===== src/rtl/core_memory_arbiter.sv =====
// Two-requester arbiter for the core's single memory port: instruction fetch vs load/store.
// Round-robin tie break, one IDLE cycle between accesses, and a busy-cycle watchdog.
module core_memory_arbiter #(
    parameter logic [15:0] TIMEOUT_CYCLES = 16'd1024
) (
    input  logic        clk,
    input  logic        rst,
    input  logic [31:0] fetchAddress,
    input  logic        fetchEnable,
    output logic        fetchBusy,
    output logic [31:0] fetchReadData,
    input  logic [31:0] dataAddress,
    input  logic [3:0]  dataByteSelect,
    input  logic        dataWriteEnable,
    input  logic [31:0] dataWriteData,
    input  logic        dataEnable,
    output logic        dataBusy,
    output logic [31:0] dataReadData,
    output logic [31:0] memAddress,
    output logic [3:0]  memByteSelect,
    output logic        memWriteEnable,
    output logic [31:0] memWriteData,
    output logic        memEnable,
    input  logic        memBusy,
    input  logic [31:0] memReadData,
    output logic        grantFetch,
    output logic        grantData,
    output logic        busTimeout
);

    typedef enum logic [1:0] {IDLE, FETCH, DATA} state_t;

    state_t      state, stateNext;
    logic        lastGrantData, lastGrantDataNext;
    logic [15:0] busyCount;
    logic        grantedEnable, complete, timeoutHit;

    assign grantedEnable = (state == FETCH) ? fetchEnable :
                           (state == DATA)  ? dataEnable  : 1'b0;
    assign complete      = grantedEnable && !memBusy;
    // An abort (enable dropped) takes priority, so the watchdog only fires on a live request.
    assign timeoutHit    = (TIMEOUT_CYCLES != 16'd0) && grantedEnable && memBusy &&
                           (busyCount == TIMEOUT_CYCLES - 16'd1);

    always_comb begin
        stateNext         = state;
        lastGrantDataNext = lastGrantData;
        memAddress        = 32'h0;
        memByteSelect     = 4'h0;
        memWriteEnable    = 1'b0;
        memWriteData      = 32'h0;
        memEnable         = 1'b0;
        case (state)
            IDLE: begin
                if (dataEnable && (!fetchEnable || !lastGrantData)) begin
                    stateNext         = DATA;
                    lastGrantDataNext = 1'b1;
                end else if (fetchEnable) begin
                    stateNext         = FETCH;
                    lastGrantDataNext = 1'b0;
                end
            end
            FETCH: begin
                memAddress    = fetchAddress;
                memByteSelect = 4'hF;
                memEnable     = fetchEnable;
                if (!grantedEnable || complete || timeoutHit) stateNext = IDLE;
            end
            DATA: begin
                memAddress     = dataAddress;
                memByteSelect  = dataByteSelect;
                memWriteEnable = dataWriteEnable;
                memWriteData   = dataWriteData;
                memEnable      = dataEnable;
                if (!grantedEnable || complete || timeoutHit) stateNext = IDLE;
            end
            default: stateNext = IDLE;
        endcase
    end

    always_ff @(posedge clk or posedge rst) begin
        if (rst) begin
            state         <= IDLE;
            lastGrantData <= 1'b0;
            busyCount     <= 16'h0;
            busTimeout    <= 1'b0;
        end else begin
            state         <= stateNext;
            lastGrantData <= lastGrantDataNext;
            busTimeout    <= timeoutHit;
            // Every grant is entered from IDLE, so clearing there clears on entry.
            if (state == IDLE)
                busyCount <= 16'h0;
            else if (memBusy && busyCount != 16'hFFFF)
                busyCount <= busyCount + 16'd1;
        end
    end

    assign grantFetch    = (state == FETCH);
    assign grantData     = (state == DATA);
    assign fetchBusy     = !(grantFetch && complete);
    assign dataBusy      = !(grantData && complete);
    assign fetchReadData = memReadData;
    assign dataReadData  = memReadData;

endmodule

===== config.mk =====
export PLATFORM = sky130hd
export DESIGN_NAME = core_memory_arbiter
export DESIGN_NICKNAME = d
export VERILOG_FILES = /design/src/rtl/core_memory_arbiter.sv
export SDC_FILE = /design/constraint.sdc
export NUM_CORES = 1
export LEC_CHECK = 0
export CORE_AREA = 2 2 108 110
export DETAILED_ROUTE_END_ITERATION = 8
export DIE_AREA = 0 0 110 112
export DONT_BUFFER_PORTS = 1
export PLACE_DENSITY_LB_ADDON = 0.1
export SETUP_SLACK_MARGIN = 0.5
export SLEW_MARGIN = 25
export SYNTH_ARGS = -nofsm -noshare
export SYNTH_HDL_FRONTEND = slang
export SYNTH_SLANG_ARGS = --single-unit

===== constraint.sdc =====
create_clock -name clk -period 1.9 [get_ports clk]
set_input_delay 0.475 -clock clk [delete_from_list [all_inputs] [get_ports clk]]
set_output_delay 0.475 -clock clk [all_outputs]
set_load 0.03 [all_outputs]

==> After elaboration in Yosys (flattened, before gate mapping) <==
Cells that the tools add are included.
{ "totals": {"ff_bits": 20, "in_bits": 138, "output_inout_bits": 139, "elab_cells": 48} }
{ "classes": {"add_sub_neg": 1, "n_eq_ne": 6, "muxes": 15, "n_reduce_logical": 22} }
{ "op_table": {"columns": ["cell", "count"], "rows": [
  ["$pmux 32 s2", 1],
  ["$mux 16", 2],
  ["$mux 32", 1],
  ["$add 16x1->16 const B", 1],
  ["$eq 16x10->1 const B", 1],
  ["$ne 16x16->1 const B", 1],
  ["$pmux 4 s2", 1],
  ["$logic_and 1x1->1", 7],
  ["$logic_not 1->1", 6],
  ["$mux 2", 3],
  ["$mux 1", 5],
  ["$pmux 2 s2", 1],
  ["$reduce_and 2->1", 2],
  ["$reduce_bool 2->1", 2],
  ["$logic_or 1x1->1", 3],
  ["$ne 3x3->1 const B", 1],
  ["$eq 2x1->1 const B", 1],
  ["$eq 2x2->1 const B", 1],
  ["$logic_not 2->1", 1],
  ["$ne 2x1->1 const B", 1],
  ["$pmux 1 s2", 1],
  ["$reduce_or 2->1", 1]
]} }

==> Depth between registers and ports, before layout <==
Gate-level depths: netlist of the first run.
{ "depth": {"ltp_word": 8, "depth_mapped": 7} }

==> Worst setup path before layout of the first run <==
No wires, ideal clock.
{ "synth_timing": {"path_kind": "register to output", "from": "register state[0]", "to": "output memEnable", "arrival_ns": 2.113, "required_ns": 1.425, "setup_slack_ns": -0.688, "stages_incl_launch_ff": 7, "n_path_buf": 2, "cell_sequence": "dfrtp_1 > inv_1 > ha_1 > clkbuf_1 > clkbuf_1 > nand2_1 > a21boi_0"} }
{ "synth_between": {"elab_chain_len": 2, "word_cells_on_any_way": 3} }
{ "synth_rtl": {"columns": ["item", "line", "source"], "rows": [
  ["start, declared", "33", "state_t state, stateNext;"],
  ["start signal, assigned", "88", "state <= stateNext;"],
  ["$eq 2x2->1", null, null],
  ["net grantData", "27", "output logic grantData,"],
  ["$pmux 1 s2", "53", "case (state)"],
  ["end, declared", "23", "output logic memEnable,"]
]} }
The timed path passes the listed nets, and every way through them passes these cells.

==> Worst setup path in the final report of the first run <==
{ "layout_timing": {"from": "register state[1]", "to": "output memAddress[4]"} }
{ "layout_between": {"elab_chain_len": 2, "word_cells_on_any_way": 3} }
{ "layout_rtl": {"columns": ["item", "line", "source"], "rows": [
  ["$eq 2x2->1 / $eq 2x1->1 (equally long branches)", "53", null],
  ["$pmux 32 s2 *", "53", null],
  ["end, declared", "19", "output logic [31:0] memAddress,"]
]} }
Mark *: on every way between the ends. The rest lies on a longest branch, timed or not.

==> results of run 1 <==
worst paths after layout:
kind / startpoint / end / slack (ns) / depth (start not counted)
setup / recovery: state[1] / memAddress[4] / -0.14 / 6
hold / removal: rst / busyCount[4] / 0.10 / 1
setup reg to reg: state[1] / state[1] / 0.14 / 9
hold reg to reg: lastGrantData / lastGrantData / 0.52 / 1
max in group asynchronous: rst / busyCount[13] / 1.28 / 2
min in group clk: fetchEnable / lastGrantData / 0.31 / 1
flip-flops by register name (all words and copies together) (netlist names):
name and flops:
busTimeout 1, busyCount 16, lastGrantData 1, state 2
timing repair:
action                     4_1_cts  5_1_grt
resized for setup              131       22
pin swaps                       21       20
setup endpoints to repair       93       93
cloned                           3        3
buffers inserted                23       10
power by group:
group | leakage (nW) | internal, mW | switching [mW]
sequential | 0.262 | 0.476 | 0.0528
clock | 0.0442 | 0.322 | 0.171
combinational | 1.20 | 2.11 | 2.30
through the flow:
step	area, sq um	setup TNS [ns]	cells	power (mW)	util, %
4_1_cts	3610	-5.46	460	5.21	32.3
3_5_place_dp	2800	0	430	3.74	25.1
2_1_floorplan	2810	0	313	3.25	-
3_3_place_gp	2800	0	430	3.73	25.1
6_report	3850	-6.45	473	5.42	34.5
5_1_grt	3850	-10.19	473	5.70	34.5
cells in the final DEF (no fill, tap or decap), drive strengths merged, types with 2 or more instances in the layout:
cell	n
nor2b	36
or4	6
o21ai	5
a22oi	32
dfrtp	20
nand2	9
a32oi	2
xor2	2
a21boi	2
nand4	6
a21oi	17
clkbuf	7
nand3	6
buf	93
inv	6
and3	3
and2	34
ha	4
nand3b	2
nor2	5
o22ai	2
o31ai	7
or3	7
nor4	3
per-layer routing:
layer  routed length (microns)  GRT usage (%)  vias up
met3                       858           3.98       11
li1                          -              -     1079
met4                       103           3.21        0
met2                      5180           26.3      107
met5                         0              0        -
met1                      3540           15.3     1129
kinds of logic (layout without fill, tap and decap cells):
group,after synthesis,in the layout,synth area share [%]
simple gates,124,124,31.8
buf+inv,89,106,23.8
mux,1,1,0.406
xor+xnor,3,3,1.07
flops,20,20,20.3
compound gates,72,72,20.6
fa+ha+maj,4,4,2.03
worst max-delay path, stage by stage (launching register included):
cell	delay [ns]
dfrtp_1	0.38
buf_4	0.14
ha_4	0.19
clkbuf_16	0.19
a22oi_2	0.19
nor2b_2	0.06
buf_6	0.14
layout make-up:
type | instances | area, sq um
flip-flops and latches | 20 | 509
fillers | 1124 | 7320
clock buffers | 4 | 88.8
inverters | 6 | 22.5
well taps | 143 | 179
multi-input cells | 204 | 2000
repair buffers | 96 | 1050
==> out/qor.txt, run 1 <==
Initial antenna violation count = 0
CTS sink cnt = 20
Final setup vio count = 71
Number of distinct library cell variants in the gate-level netlist after synthesis = 45
Class of the most critical hold timing path = input pin to async pin
Setup repair after global routing missed its margin = true
Chip height = 112 microns
Number of standard cells after synthesis = 313
Category of the most critical setup path = register to output pin
Num ports = 277
Cell Area, Synth = 2460 sq um
Placement Setup Slack = 0.0833 ns
Initial Util = 22.0%
Clock slew at the register clock pins of the worst setup and hold paths = 0.06 ns
Vias in the first global route = 2367
Critical Path Start Type = register
Peak supply drop = 0.842 mV
Maximum number of pins on one net before global-route repair = 28
Total core area = 11200 sq um
Per-instance average area after synthesis = 7.87 sq um
Count of flip-flops with a built-in enable after synthesis = 0
Worst-margin pin slew = 0.434 ns
Layout overhead on the synthesized area = 56.4%
Min Clock Period, post-route = 2.04 ns
Synth area leader = dfrtp_1
Clock tree from TritonCTS = yes
Static Leak = 1.50 nW
Syn. warnings = 0
Top FF cell, synth = dfrtp_1
Rows = 39
Global route overflow = 0
Most common cell in the synthesized netlist = buf_4
Overall fraction of global-route tracks in use = 14.1%
Clock tree buffer depth = 2
I/O Buffers = 0
Post-synthesis async set-or-reset flop share = 100%
Maximum clock frequency = 0.491 GHz
Vias per Instance = 4.92
PnR worst setup slack = -0.136 ns
Failing checks = setup timing
Average wire per cell in the routed design = 20.5 microns
Final worst clock skew = 0.00154 ns
Max cap viols = 0
Power per standard cell area = 1410 nW/um^2
Count of vias placed by the detailed router = 2326
Placer's final routability congestion estimate = 0.780
Count of nets after finishing = 473
First-pass GRT wire length = 13300 microns
Post-detailed-routing wire length = 9680 microns
Share of the cycle needed by the critical path after routing = 107%
H-tree levels = 1
Sequential share of the synthesized area = 20.3%
Detail Placement HPWL = 6920 microns
Clock latency on the worst-skew pair = 0.26 ns
Worst EP required = 1.42 ns
DR DRC count = 0
Count of endpoints failing hold in the final timing report = 0
Residual antenna-violating net count after detailed routing = 0
Hold Buf Count CTS = 0
Type of destination of the critical path = output pin
Flops & latches, synth = 20
Final count of pins violating max slew = 0
Width of the die = 110 microns
Critical path fanouts, max = 13
Drt initial violations = 74
Arrival time at the worst endpoint = 1.56 ns
Inserted Clock Buffers = 3
Worst hold slack = 0.100 ns
Ratio of cells with drive above 1 in the final layout = 79.1%
Net count after synthesis = 455
Inserted Diodes = 0
Pre-antenna DRT Iters = 4
Run status = finished with violations
Clock root buffer = clkbuf_16
Headroom to the max-slew limit = 71.0%
Most area-consuming cells after synthesis = dfrtp_1 20%, buf_4 20%, a22oi_1 9.8%, nor2b_1 9.1%, and2_1 8.6%
Die Area = 12300 sq um
Commonest cells post-synth = 64 x buf_4, 36 x nor2b_1, 34 x and2_1
Area fraction of the dominant cell type after synthesis = 20.3%
Note: power is estimated with default switching activity, not from simulation.
==> run 2: changes to the inputs <==
CAP_MARGIN = 30   (was unset)
==> results of run 2 <==
No change in the layout: final DEF, timing and power equal those of run 1.
==> run 3: changes to the inputs <==
PLACE_DENSITY_LB_ADDON = unset   (was 0.1)
==> run 3 against run 2 <==
Net effect: largest power group unchanged; routed wire length decreased by 1.1%; sequential share of layout area increased by 1.1 points; combinational power decreased by 10%; the flow still finishes with violations (setup timing); worst setup slack got worse by 0.039 ns; highest routed layer unchanged.
==> out/qor.txt, run 3 (synthesis gave the netlist of run 1 again) <==
Run status = finished with violations
Failing checks = setup timing
Sum of negative setup slack = -4.73 ns (+1.72 ns)
Initial antenna violation count = 0 (unchanged)
Min Clock Period, post-route = 2.08 ns (+0.0392 ns)
Power per standard cell area = 1410 nW/um^2 (+0.29%)
Width of the die = 110 microns (unchanged)
Number of flip-flops in the largest register = 16 (unchanged)
Ratio of cells with drive above 1 in the final layout = 72.5% (-6.6 points)
Num ports = 277 (unchanged)
Final count of pins violating max slew = 0 (unchanged)
Cells along the critical path = inv_2 -> ha_4 -> buf_16 -> a22oi_1 -> nor2b_2 -> buf_6
Hold Buf Count CTS = 0 (unchanged)
Maximum number of pins on one net before global-route repair = 38 (+36%)
Initial Util = 22.0% (unchanged)
Setup repair after global routing missed its margin = true
Most frequent standard cell in the layout excluding fill and tap cells = buf_6
Static Leak = 1.38 nW (-8.0%)
Clock latency on the worst-skew pair = 0.26 ns (about the same)
Placer's final routability congestion estimate = 0.822 (+5.3%)
Largest stage delay on the critical path = 0.38 ns (about the same)
Critical Path Start Type = register
Overall fraction of global-route tracks in use = 13.4% (-0.69 points)
Headroom to the max-slew limit = 71.6% (+0.61 points)
I/O Buffers = 0 (unchanged)
Top flop regs = busyCount (16), state (2)
Power after layout = 5.07 mW (-6.5%)
Drt initial violations = 111 (+50%)
Final worst clock skew = 0.00629 ns (+0.00475 ns)
Maximum clock frequency = 0.482 GHz (-1.9%)
Pre-antenna DRT Iters = 4 (unchanged)
Peak supply drop = 1.06 mV (+26%)
Vias in the first global route = 2205 (-6.8%)
Layout overhead on the synthesized area = 45.8%
Rows = 39 (unchanged)
Final setup vio count = 46 (-35%)
First-pass GRT wire length = 12500 microns (-6.0%)
Largest register by flop count = busyCount
Detail Placement HPWL = 6800 microns (-1.8%)
Clock tree from TritonCTS = yes
Global route overflow = 0 (unchanged)
Residual antenna-violating net count after detailed routing = 0 (unchanged)
CTS sink cnt = 20 (unchanged)
Max cap viols = 0 (unchanged)
Total core area = 11200 sq um (unchanged)
Number of filler cells placed in the layout = 1133 (+0.80%)
Vias per Instance = 5.04 (+2.5%)
Count of vias placed by the detailed router = 2299 (-1.2%)
Utilization after layout = 32.1% (-2.3 points)
DR DRC count = 0 (unchanged)
Leading cell types in the layout, fill and taps excluded = 38 x buf_6, 33 x nor2b_2, 33 x and2_4
Arrival time at the worst endpoint = 1.60 ns (+0.04 ns)
Share of the cycle needed by the critical path after routing = 109% (+2.1 points)
Type of destination of the critical path = output pin
Post-detailed-routing wire length = 9580 microns (-1.1%)
Chip height = 112 microns (unchanged)
Inserted Clock Buffers = 3 (unchanged)
Count of nets after finishing = 456 (-3.6%)
Inserted Diodes = 0 (unchanged)
Die Area = 12300 sq um (unchanged)
PnR worst setup slack = -0.175 ns (-0.0392 ns)
Clock tree buffer depth = 2 (unchanged)
Average wire per cell in the routed design = 21.0 microns (+2.6%)
Cells on worst reg2reg path = 7 (-2)
Count of endpoints failing hold in the final timing report = 0 (unchanged)
Worst EP required = 1.42 ns (about the same)
H-tree levels = 1 (unchanged)
Class of the most critical hold timing path = input pin to async pin
Clock slew at the register clock pins of the worst setup and hold paths = 0.06 ns (about the same)
Critical path fanouts, max = 23 (+10)
Category of the most critical setup path = register to output pin
Clock root buffer = clkbuf_16
Cell with the biggest individual delay on the critical path = dfrtp_1
Worst-margin pin slew = 0.425 ns (-0.00914 ns)
## run 3: stage by stage
stage	setup WS (ns)	std cells	area (sq um)	hold WS [ns]
after CTS	-0.146	447	3270	0.111
after global placement	0.126	422	2730	0.378
after floorplan	0.0392	313	2810	0.439
after global routing	-0.253	456	3590	0.128
final	-0.175	456	3590	0.0949
after detailed placement	0.0935	422	2730	0.387
## run 3: per-layer routing
layer  vias up  wire length, microns  GRT usage (%)
met3        16                  1350           8.55
met2       119                  4430           19.3
met5         -                     0              0
met1      1122                  3710           16.9
li1       1042                     -              -
met4         0                    86           2.36
## run 3: cell type report
class | instances | area [sq um] | area share, %
timing repair buffer | 79 | 868 | 24.2
multi-input combinational | 204 | 1900 | 53.0
sequential | 20 | 513 | 14.3
clock buffer | 3 | 75.1 | 2.09
clock inverter | 1 | 30.0 | 0.836
tap | 143 | 179 | 4.98
inverter | 6 | 22.5 | 0.627
## run 3: final timing paths
kind                                    start        endpoint  slack [ns]
worst min-delay path                      rst   busyCount[10]        0.09
min in group clk                  fetchEnable   lastGrantData        0.31
max in group asynchronous                 rst    busyCount[7]        1.29
worst max register to register       state[0]        state[0]        0.26
worst max-delay path                 state[0]  memAddress[15]       -0.18
worst min register to register  lastGrantData   lastGrantData        0.52
## run 3: worst max-delay path: cells and delay by family (launching register included)
kind / cells / cell delay [ns]
flops: 1 / 0.38
fa+ha+maj: 1 / 0.24
simple gates: 1 / 0.15
compound gates: 1 / 0.12
buf+inv: 3 / 0.45
## run 3: power by group
| group | switching [mW] | total (mW) | internal [mW] | leakage (nW) |
|---|---|---|---|---|
| Sequential | 0.0574 | 0.533 | 0.476 | 0.257 |
| Clock | 0.173 | 0.592 | 0.419 | 0.0511 |
| Combinational | 2.16 | 3.95 | 1.78 | 1.08 |
| Total | 2.39 | 5.07 | 2.68 | 1.38 |
## run 3: timing repair
| item | in CTS | in global routing |
|---|---|---|
| setup endpoints to repair | 94 | 93 |
| setup buffers | 19 | 7 |
| cloned | 2 | 2 |
| pin swaps | 23 | 17 |
| resized for setup | 79 | 52 |
